`config.mk`:
```
export PLATFORM = sky130hd
export DESIGN_NAME = irrigation_scheduler_flat
export DESIGN_NICKNAME = d
export VERILOG_FILES = /design/src/rtl/irrigation_pkg.sv /design/src/rtl/irrigation_scheduler_if.sv /design/src/rtl/irrigation_scheduler_sec_timer.sv /design/src/rtl/irrigation_scheduler.sv /design/src/flat_wrapper.sv
export SDC_FILE = /design/constraint.sdc
export NUM_CORES = 1
export LEC_CHECK = 0
export CAP_MARGIN = 20
export CORE_UTILIZATION = 53
export CTS_CLUSTER_SIZE = 24
export DETAILED_ROUTE_END_ITERATION = 8
export GPL_TIMING_DRIVEN = 0
export PLACE_DENSITY = 0.83
export SYNTH_ARGS = -nofsm -noshare
export SYNTH_HDL_FRONTEND = slang
export SYNTH_SLANG_ARGS = --single-unit
```
`constraint.sdc`:
```
create_clock -name clk -period 6.5 [get_ports clk]
set_input_delay 0.975 -clock clk [delete_from_list [all_inputs] [get_ports clk]]
set_output_delay 0.975 -clock clk [all_outputs]
set_load 0.02 [all_outputs]
```
`src/rtl/irrigation_pkg.sv`:
```
// rtl/irrigation_pkg.sv - phase encoding, default durations and valve decode for the irrigation scheduler
package irrigation_pkg;

    localparam logic [2:0] PH_IDLE     = 3'd0;
    localparam logic [2:0] PH_FILL     = 3'd1;
    localparam logic [2:0] PH_SPRINKLE = 3'd2;
    localparam logic [2:0] PH_DRIP     = 3'd3;
    localparam logic [2:0] PH_COOLDOWN = 3'd4;
    localparam logic [2:0] PH_FAULT    = 3'd5;

    localparam int DEF_FILL_TIMEOUT_S = 60;
    localparam int DEF_SPRINKLE_S     = 10;
    localparam int DEF_DRIP_S         = 20;
    localparam int DEF_COOLDOWN_S     = 5;
    localparam int DEF_CNT_W          = 8;

    typedef struct packed {
        logic inlet;
        logic sprinkler;
        logic drip;
    } valves_t;

    // One-hot by construction: at most one valve is ever open.
    function automatic valves_t phaseValves(input logic [2:0] ph);
        valves_t v;
        v = '0;
        case (ph)
            PH_FILL:     v.inlet     = 1'b1;
            PH_SPRINKLE: v.sprinkler = 1'b1;
            PH_DRIP:     v.drip      = 1'b1;
            default:     v           = '0;
        endcase
        return v;
    endfunction

    // A higher switch wet while a lower one is dry cannot happen with working sensors.
    function automatic logic levelError(input logic h, input logic m, input logic l);
        return (h & ~m) | (m & ~l);
    endfunction

endpackage

```
`src/rtl/irrigation_scheduler_if.sv`:
```
// rtl/irrigation_scheduler_if.sv - sensor inputs and valve/status outputs of the irrigation scheduler
interface irrigation_scheduler_if #(
    parameter int CNT_W = 8
);
    logic             tick_1s;
    logic             h;
    logic             m;
    logic             l;
    logic             us;
    logic             ua;
    logic             t;
    logic             fault_clr;
    logic             valve_inlet;
    logic             valve_sprinkler;
    logic             valve_drip;
    logic             fault;
    logic [2:0]       phase;
    logic [CNT_W-1:0] remaining;
    logic [7:0]       runs_done;

    modport master (
        output tick_1s, h, m, l, us, ua, t, fault_clr,
        input  valve_inlet, valve_sprinkler, valve_drip, fault, phase, remaining, runs_done
    );

    modport slave (
        input  tick_1s, h, m, l, us, ua, t, fault_clr,
        output valve_inlet, valve_sprinkler, valve_drip, fault, phase, remaining, runs_done
    );
endinterface

```
`src/rtl/irrigation_scheduler_sec_timer.sv`:
```
// rtl/irrigation_scheduler_sec_timer.sv - loadable seconds down-counter with last-tick strobe
module sec_timer #(
    parameter int CNT_W = 8
) (
    input  logic             clk,
    input  logic             rst,
    input  logic             load,
    input  logic [CNT_W-1:0] loadVal,
    input  logic             tick,
    output logic [CNT_W-1:0] count,
    output logic             last
);
    // Load outranks tick so a tick on the entry edge is not counted.
    always_ff @(posedge clk) begin
        if (rst) begin
            count <= '0;
        end else if (load) begin
            count <= loadVal;
        end else if (tick && (count != '0)) begin
            count <= count - 1'b1;
        end
    end

    assign last = tick && (count == CNT_W'(1));
endmodule

```
`src/rtl/irrigation_scheduler.sv`:
```
// rtl/irrigation_scheduler.sv - timed fill/sprinkle/drip/cooldown sequencer with latched level fault
module irrigation_scheduler
    import irrigation_pkg::*;
#(
    parameter int FILL_TIMEOUT_S = DEF_FILL_TIMEOUT_S,
    parameter int SPRINKLE_S     = DEF_SPRINKLE_S,
    parameter int DRIP_S         = DEF_DRIP_S,
    parameter int COOLDOWN_S     = DEF_COOLDOWN_S,
    parameter int CNT_W          = DEF_CNT_W
) (
    input logic clk,
    input logic rst,
    irrigation_scheduler_if.slave bus
);
    logic hQ, mQ, lQ, usQ, uaQ, tQ, faultClrQ;
    logic [2:0] phaseR;
    logic [2:0] nextPhase;
    valves_t valvesR;
    logic faultR;
    logic [7:0] runsDone;
    logic runInc;
    logic lvlErr;
    logic timerLoad;
    logic [CNT_W-1:0] timerLoadVal;
    logic [CNT_W-1:0] timerCount;
    logic timerLast;

    assign lvlErr = levelError(hQ, mQ, lQ);

    sec_timer #(.CNT_W(CNT_W)) uTimer (
        .clk     (clk),
        .rst     (rst),
        .load    (timerLoad),
        .loadVal (timerLoadVal),
        .tick    (bus.tick_1s),
        .count   (timerCount),
        .last    (timerLast)
    );

    always_comb begin
        nextPhase = phaseR;
        runInc    = 1'b0;
        if (lvlErr) begin
            nextPhase = PH_FAULT;
        end else begin
            case (phaseR)
                PH_IDLE: begin
                    if (!mQ)                 nextPhase = PH_FILL;
                    else if (usQ & uaQ & tQ) nextPhase = PH_DRIP;
                    else if (usQ)            nextPhase = PH_SPRINKLE;
                end
                PH_FILL: begin
                    if (hQ)             nextPhase = PH_IDLE;
                    else if (timerLast) nextPhase = PH_FAULT;
                end
                PH_SPRINKLE, PH_DRIP: begin
                    // An abort ends the run early and is not counted as completed.
                    if (!usQ || !lQ) begin
                        nextPhase = PH_COOLDOWN;
                    end else if (timerLast) begin
                        nextPhase = PH_COOLDOWN;
                        runInc    = 1'b1;
                    end
                end
                PH_COOLDOWN: begin
                    if (timerLast) nextPhase = PH_IDLE;
                end
                PH_FAULT: begin
                    if (faultClrQ) nextPhase = PH_IDLE;
                end
                default: nextPhase = PH_IDLE;
            endcase
        end
    end

    // Idle and fault load zero so remaining reads 0 there.
    always_comb begin
        timerLoad = (nextPhase != phaseR);
        case (nextPhase)
            PH_FILL:     timerLoadVal = CNT_W'(FILL_TIMEOUT_S);
            PH_SPRINKLE: timerLoadVal = CNT_W'(SPRINKLE_S);
            PH_DRIP:     timerLoadVal = CNT_W'(DRIP_S);
            PH_COOLDOWN: timerLoadVal = CNT_W'(COOLDOWN_S);
            default:     timerLoadVal = '0;
        endcase
    end

    always_ff @(posedge clk) begin
        if (rst) begin
            hQ        <= 1'b0;
            mQ        <= 1'b0;
            lQ        <= 1'b0;
            usQ       <= 1'b0;
            uaQ       <= 1'b0;
            tQ        <= 1'b0;
            faultClrQ <= 1'b0;
            phaseR    <= PH_IDLE;
            valvesR   <= '0;
            faultR    <= 1'b0;
            runsDone  <= 8'd0;
        end else begin
            hQ        <= bus.h;
            mQ        <= bus.m;
            lQ        <= bus.l;
            usQ       <= bus.us;
            uaQ       <= bus.ua;
            tQ        <= bus.t;
            faultClrQ <= bus.fault_clr;
            phaseR    <= nextPhase;
            valvesR   <= phaseValves(nextPhase);
            faultR    <= (nextPhase == PH_FAULT);
            if (runInc) begin
                runsDone <= runsDone + 8'd1;
            end
        end
    end

    assign bus.phase           = phaseR;
    assign bus.valve_inlet     = valvesR.inlet;
    assign bus.valve_sprinkler = valvesR.sprinkler;
    assign bus.valve_drip      = valvesR.drip;
    assign bus.fault           = faultR;
    assign bus.remaining       = timerCount;
    assign bus.runs_done       = runsDone;
endmodule
```
`src/flat_wrapper.sv`:
```
// flat-port wrapper written by rule: the top's interface ports become plain ports
module irrigation_scheduler_flat import irrigation_pkg::*;
#(
    parameter int FILL_TIMEOUT_S = DEF_FILL_TIMEOUT_S,
    parameter int SPRINKLE_S     = DEF_SPRINKLE_S,
    parameter int DRIP_S         = DEF_DRIP_S,
    parameter int COOLDOWN_S     = DEF_COOLDOWN_S,
    parameter int CNT_W          = DEF_CNT_W
)
  (clk, rst, bus_tick_1s, bus_h, bus_m, bus_l, bus_us, bus_ua, bus_t, bus_fault_clr, bus_valve_inlet, bus_valve_sprinkler, bus_valve_drip, bus_fault, bus_phase, bus_remaining, bus_runs_done);
  irrigation_scheduler_if #(.CNT_W(CNT_W)) bus_i ();
  input logic clk;
  input logic rst;
  input wire logic [$bits(bus_i.tick_1s)-1:0] bus_tick_1s;
  input wire logic [$bits(bus_i.h)-1:0] bus_h;
  input wire logic [$bits(bus_i.m)-1:0] bus_m;
  input wire logic [$bits(bus_i.l)-1:0] bus_l;
  input wire logic [$bits(bus_i.us)-1:0] bus_us;
  input wire logic [$bits(bus_i.ua)-1:0] bus_ua;
  input wire logic [$bits(bus_i.t)-1:0] bus_t;
  input wire logic [$bits(bus_i.fault_clr)-1:0] bus_fault_clr;
  output wire logic [$bits(bus_i.valve_inlet)-1:0] bus_valve_inlet;
  output wire logic [$bits(bus_i.valve_sprinkler)-1:0] bus_valve_sprinkler;
  output wire logic [$bits(bus_i.valve_drip)-1:0] bus_valve_drip;
  output wire logic [$bits(bus_i.fault)-1:0] bus_fault;
  output wire logic [$bits(bus_i.phase)-1:0] bus_phase;
  output wire logic [$bits(bus_i.remaining)-1:0] bus_remaining;
  output wire logic [$bits(bus_i.runs_done)-1:0] bus_runs_done;
  assign bus_i.tick_1s = bus_tick_1s;
  assign bus_i.h = bus_h;
  assign bus_i.m = bus_m;
  assign bus_i.l = bus_l;
  assign bus_i.us = bus_us;
  assign bus_i.ua = bus_ua;
  assign bus_i.t = bus_t;
  assign bus_i.fault_clr = bus_fault_clr;
  assign bus_valve_inlet = bus_i.valve_inlet;
  assign bus_valve_sprinkler = bus_i.valve_sprinkler;
  assign bus_valve_drip = bus_i.valve_drip;
  assign bus_fault = bus_i.fault;
  assign bus_phase = bus_i.phase;
  assign bus_remaining = bus_i.remaining;
  assign bus_runs_done = bus_i.runs_done;
  irrigation_scheduler #(.FILL_TIMEOUT_S(FILL_TIMEOUT_S), .SPRINKLE_S(SPRINKLE_S), .DRIP_S(DRIP_S), .COOLDOWN_S(COOLDOWN_S), .CNT_W(CNT_W)) u_core (.clk(clk), .rst(rst), .bus(bus_i));
endmodule
```
==> impl_metrics.csv, run 1 <==
group,metric,value,unit
layout,fillers,193,
critical_path,start_kind,"primary input",
hold_path,hold_class,"flip-flop to flip-flop",
sta,clock_skew,0.0151,ns
sta,setup_slack,3.56,ns
critical_path,cpPeakStageDelay,0.49,ns
yosys,synthArstFlopShare,0,%
critical_path,crit_chain,"clkdlybuf4s50_1 > nand3b_1 > or3_1 > buf_6 > mux2i_1 > nor3_1 > a22oi_1 > a221oi_1",
yosys,syn_area,0.00150,mm²
yosys,synth.most_common_cell,"dfxtp_1",
clocking,cts.repair.resized,0,
yosys,synth_nets,178,
yosys,yosys.area.top_type,"dfxtp_1",
clocking,cts_tree,"yes",
yosys,synth-edff-count,0,
yosys,ys_types,47,
layout,drive_gt1_share,11.3,%
clocking,postCtsHoldBufs,0,
global_routing,grt_pass1_vias,1200,
global_routing,grt_pass1_wl,5390,µm
global_routing,grtUsageMet1,29.8,%
run,drv_cap,0,
layout,num_antenna_cells,0,
drt,dr.pass1.iters,4,
yosys,synth.area.top_cells,"dfxtp_1, nor2_1, nor2b_1",
yosys,synthMuxAreaShare,3.76,%
yosys,ys.flop_type,"dfxtp_1",
global_routing,busiest_layer,"met2",
floorplanning,ioPinCount,33,
critical_path,crit_path_end_kind,"flip-flop",
clocking,cts_sinks,30,
floorplanning,dieArea,0.00304,mm²
power_and_ir_drop,power,0.470,mW
clocking,post_cts_buffers,0,
sta,hold_violations,0,
yosys,ys_ff_latch,30,
critical_path,cp_data_arrival_time,3.18,ns
sta,fmax,341,MHz
clocking,cts_made_buffers,5,
critical_path,worstPathRequired,6.74,ns
yosys,yosys-top-cells-count,"dfxtp_1, nor2_1, nor2b_1",
clocking,ctsLongestPathBuffers,2,
power_and_ir_drop,p_leak,0.742,nW
drt,drt_iter0_markers,26,
critical_path,cp_slowest_cell,"clkdlybuf4s50_1",
layout,multi_input_area,828,µm²
sta,timing.slew.headroom,50.0,%
layout,final_cell_area,0.00191,mm²
yosys,synthAdderAreaFrac,3.34,%
critical_path,critPathTopFamily,"simple AND/OR/NAND/NOR gates",
clocking,htreeDepth,2,
sta,finalCritPeriodShare,45.2,%
sta,rsz0062_at_grt,"no",
yosys,yosysTopAreaCellShare,40.1,%
yosys,yosysWarnings,0,
global_routing,grtUsageMet3,8.47,%
global_routing,grt.overflow.total,0,
placement,gp_congestion,0.873,
global_routing,grt_use_met2,43.4,%
yosys,synth_simple_gate_area_share,27.5,%
yosys,avgSynthCellArea,9.14,µm²
global_routing,track_usage,25.8,%
floorplanning,fp.dieH,55.2,µm
critical_path,crit_path_max_fanout,5,
floorplanning,core-area,0.00257,mm²
drt,ant_nets,0,
global_routing,antenna_found_initial,0,
floorplanning,num_rows,18,
sta,fin_crit,2.94,ns
power_and_ir_drop,peakVddDrop,227,µV
clocking,insertion_delay,0.35,ns
critical_path,critPathBufInv,2,
drt,drt-vias-per-instance,5.65,
drt,drc_errors,0,
sta,setup_viol,0,
floorplanning,die_x,55.2,µm
clocking,path_clk_slew,0.09,ns
status,run_status,"complete, no violations",
placement,post-place-ws,3.24,ns
sta,tightest_slew,0.745,ns
yosys,synth_top_family_by_area,"simple AND/OR/NAND/NOR gates",
yosys,postSynthCellCount,164,
drt,wl_per_cell,14.6,µm
global_routing,grt_max_degree,11,
floorplanning,start_util,58.4,%
sta,fin_tns_setup,0,ns
yosys,synth_compound_area_share,12.5,%
power_and_ir_drop,powerDensity,246,mW/mm²
clocking,clockRootBuffer,"clkbuf_4",
layout,fin_nets,216,
drt,wl,3400,µm
critical_path,crit_type,"primary input to flip-flop",
layout,fin_util,74.4,%
drt,vias,1316,
placement,placed_area,0.00185,mm²
yosys,synth-xor-area-share,8.18,%
placement,hpwl,2480,µm
layout,regArea,601,µm²
sta,drv_slew,0,
placement,port_buffers,31,
yosys,ys_seq_area_share,40.1,%
layout,area_delta_synth_final,27.5,%
==> placed cells by master (no fill, tap or decap), types with 3 or more instances in the layout <==
cell type and count:
buf_4 4, and3_1 3, xnor2_1 7, dfxtp_1 30, clkdlybuf4s50_1 31, o21ai_0 3, a21oi_1 3, inv_1 4
nor2_1 19, nand2b_1 4, nor3_1 4, nand3_1 5, xor2_1 7, mux2i_1 3, nand4_1 5, nor2b_1 10
nand2_1 8, ha_1 4, clkbuf_4 5, and2_1 4
==> per-layer routing <==
metal,wire (µm),vias up
li1,-,648
met1,1510,627
met2,1660,33
met3,182,8
met4,57,0
met5,0,-
==> layout make-up <==
class,instances,share of cell area (%)
multi-input combinational,122,43.4
clock inverter,2,0.655
inverter,4,0.786
timing repair buffer,31,16.2
clock buffer,6,2.69
sequential,30,31.4
buffer,8,2.88
tap,30,1.96
==> logic make-up (layout without fill, tap and decap cells) <==
group | count (synthesis) | count (layout)
buf+inv | 12 | 51
simple gates | 74 | 74
fa+ha+maj | 4 | 4
mux | 5 | 5
flops | 30 | 30
compound gates | 25 | 25
xor+xnor | 14 | 14
==> through the flow <==
step | std cells | hold slack (ns)
after floorplan | 164 | 0.617
after global placement | 225 | 0.504
after detailed placement | 225 | 0.509
after CTS | 233 | 0.535
after global routing | 233 | 0.581
final | 233 | 0.530
==> path summary, 6_finish.rpt <==
kind,endpoint,slack (ns),cells after the start,from
setup / recovery,u_core.uTimer.count[3],3.56,8,bus_tick_1s
hold / removal,u_core.bus.runs_done[7],0.53,2,u_core.bus.runs_done[7]
setup reg to reg,u_core.uTimer.count[3],3.88,8,u_core.uTimer.count[2]
hold reg to reg,u_core.bus.runs_done[7],0.53,2,u_core.bus.runs_done[7]
==> power breakdown <==
part	internal (mW)	switching, mW
Sequential	0.197	0.0107
Combinational	0.0665	0.0754
Clock	0.0519	0.0692
Total	0.315	0.155
==> worst register-to-register path, cell delays in order, from the launching register on <==
cell,delay [ns]
dfxtp_1,0.35
or3_1,0.36
buf_2,0.16
or3_1,0.36
buf_6,0.14
mux2i_1,0.13
nor3_1,0.48
a22oi_1,0.22
a221oi_1,0.32
No activity file was read; power rests on OpenSTA's default activity.
==> inputs of run 2 (changes only) <==
Settings changed: CORE_UTILIZATION 53 to 45, PLACE_DENSITY 0.83 to 0.75.
Clock period 6.5 ns to 2.4 ns, I/O delays scaled along.
==> run 2 against run 1 <==
  * Critical path depth is the same
  * Clock-buffer cell count is the same
  * Sequential power grew to 2.7 times the previous value
  * Register-to-register slack lost 3.8 ns
  * Critical path type is now flip-flop to flip-flop
==> impl_metrics.csv, run 2 (synthesis gave the netlist of run 1 again) <==
group,metric,value,unit
status,run_status,"complete, no violations",
floorplanning,start_util,48.3,%
drt,wl,3410,µm
drt,drt-vias-per-instance,5.43,
global_routing,track_usage,21.4,%
critical_path,crit_chain,"or3_1 > clkbuf_4 > or3_1 > buf_6 > mux2i_2 > nor2_1 > or3b_1 > a21oi_1",
critical_path,critPathMostFrequentCell,"or3_1",
power_and_ir_drop,p_leak,0.754,nW
clocking,htreeDepth,2,
drt,ant_nets,0,
floorplanning,core-area,0.00310,mm²
power_and_ir_drop,peakVddDrop,332,µV
critical_path,cp_slowest_cell,"or3b_1",
layout,fin_nets,219,
placement,post-place-ws,-0.165,ns
global_routing,grt_pass1_vias,1281,
clocking,cts_sinks,30,
sta,fin_crit,2.35,ns
layout,fin_util,64.1,%
sta,fin_tns_setup,0,ns
clocking,cts_made_buffers,5,
critical_path,crit_path_end_kind,"flip-flop",
placement,placed_area,0.00186,mm²
clocking,path_clk_slew,0.10,ns
drt,drt_iter0_markers,36,
global_routing,antenna_found_initial,0,
placement,port_buffers,31,
floorplanning,die_x,59.7,µm
drt,drc_errors,0,
floorplanning,ioPinCount,33,
layout,mostFrequentLayoutCells,"clkdlybuf4s50_1, dfxtp_1, nor2_1",
sta,drv_slew,0,
layout,drive_gt1_share,16.2,%
critical_path,critPathTopFamily,"simple AND/OR/NAND/NOR gates",
run,drv_cap,0,
critical_path,start_kind,"flip-flop",
clocking,ctsLongestPathBuffers,2,
sta,timing.slew.headroom,70.7,%
layout,fillers,282,
layout,final_common_cell,"clkdlybuf4s50_1",
drt,wl_per_cell,13.8,µm
drt,dr.pass1.iters,4,
clocking,postCtsHoldBufs,0,
clocking,cts_tree,"yes",
floorplanning,dieArea,0.00357,mm²
global_routing,grt_max_degree,11,
sta,clock_skew,0.0126,ns
global_routing,grt.overflow.total,0,
power_and_ir_drop,power,1.27,mW
sta,setup_viol,0,
critical_path,crit_type,"flip-flop to flip-flop",
power_and_ir_drop,powerDensity,640,mW/mm²
drt,vias,1346,
placement,placedCellCount,239,
critical_path,cpPeakStageDelay,0.39,ns
layout,num_antenna_cells,0,
sta,rsz0062_at_grt,"yes",
sta,setup_slack,0.0497,ns
critical_path,worstPathRequired,2.66,ns
floorplanning,num_rows,20,
sta,hold_violations,0,
global_routing,grt_pass1_wl,5580,µm
sta,fmax,425,MHz
sta,tightest_slew,0.440,ns
clocking,clockRootBuffer,"clkbuf_4",
hold_path,hold_class,"primary input to flip-flop",
layout,layout.cells.non_filler,248,
critical_path,cp_data_arrival_time,2.61,ns
layout,area_delta_synth_final,32.6,%
placement,gp_congestion,0.925,
layout,final_cell_area,0.00199,mm²
critical_path,critPathBufInv,2,
clocking,insertion_delay,0.33,ns
sta,holdWs,0.280,ns
floorplanning,fp.dieH,59.7,µm
placement,hpwl,2470,µm
critical_path,crit_path_max_fanout,6,
sta,finalCritPeriodShare,97.9,%
[run 2: worst paths after layout]
| kind | depth (start not counted) | slack, ns | startpoint | to |
|---|---|---|---|---|
| max | 8 | 0.05 | u_core.uTimer.count[2] | u_core.uTimer.count[0] |
| min | 2 | 0.28 | rst | u_core.faultClrQ |
| max reg2reg | 8 | 0.05 | u_core.uTimer.count[2] | u_core.uTimer.count[0] |
| min reg2reg | 2 | 0.52 | u_core.bus.runs_done[7] | u_core.bus.runs_done[7] |
[run 2: power breakdown]
part	switching [mW]	total, mW	internal, mW
Sequential	0.0295	0.563	0.533
Combinational	0.213	0.410	0.198
Clock	0.167	0.299	0.132
[run 2: final cells by class]
class                      count  area [µm²]  share of cell area (%)
sequential                    30         602                    30.3
multi-input combinational    122         871                    43.8
tap                           44        55.1                    2.77
timing repair buffer          34         337                    16.9
inverter                       4        15.0                   0.755
buffer                         8        57.6                    2.89
clock buffer                   6        51.3                    2.58
[run 2: repair_timing]
item,in CTS,in global routing
setup endpoints to repair,9,10
pin swaps,1,6
resized for setup,4,9
setup buffers,1,2
[run 2: layer usage]
metal | GRT usage, % | part of all wire (%)
met5 | 0 | 0
met4 | 7.97 | 0.59
met3 | 5.63 | 6.2
met2 | 35.4 | 48
met1 | 26.6 | 45
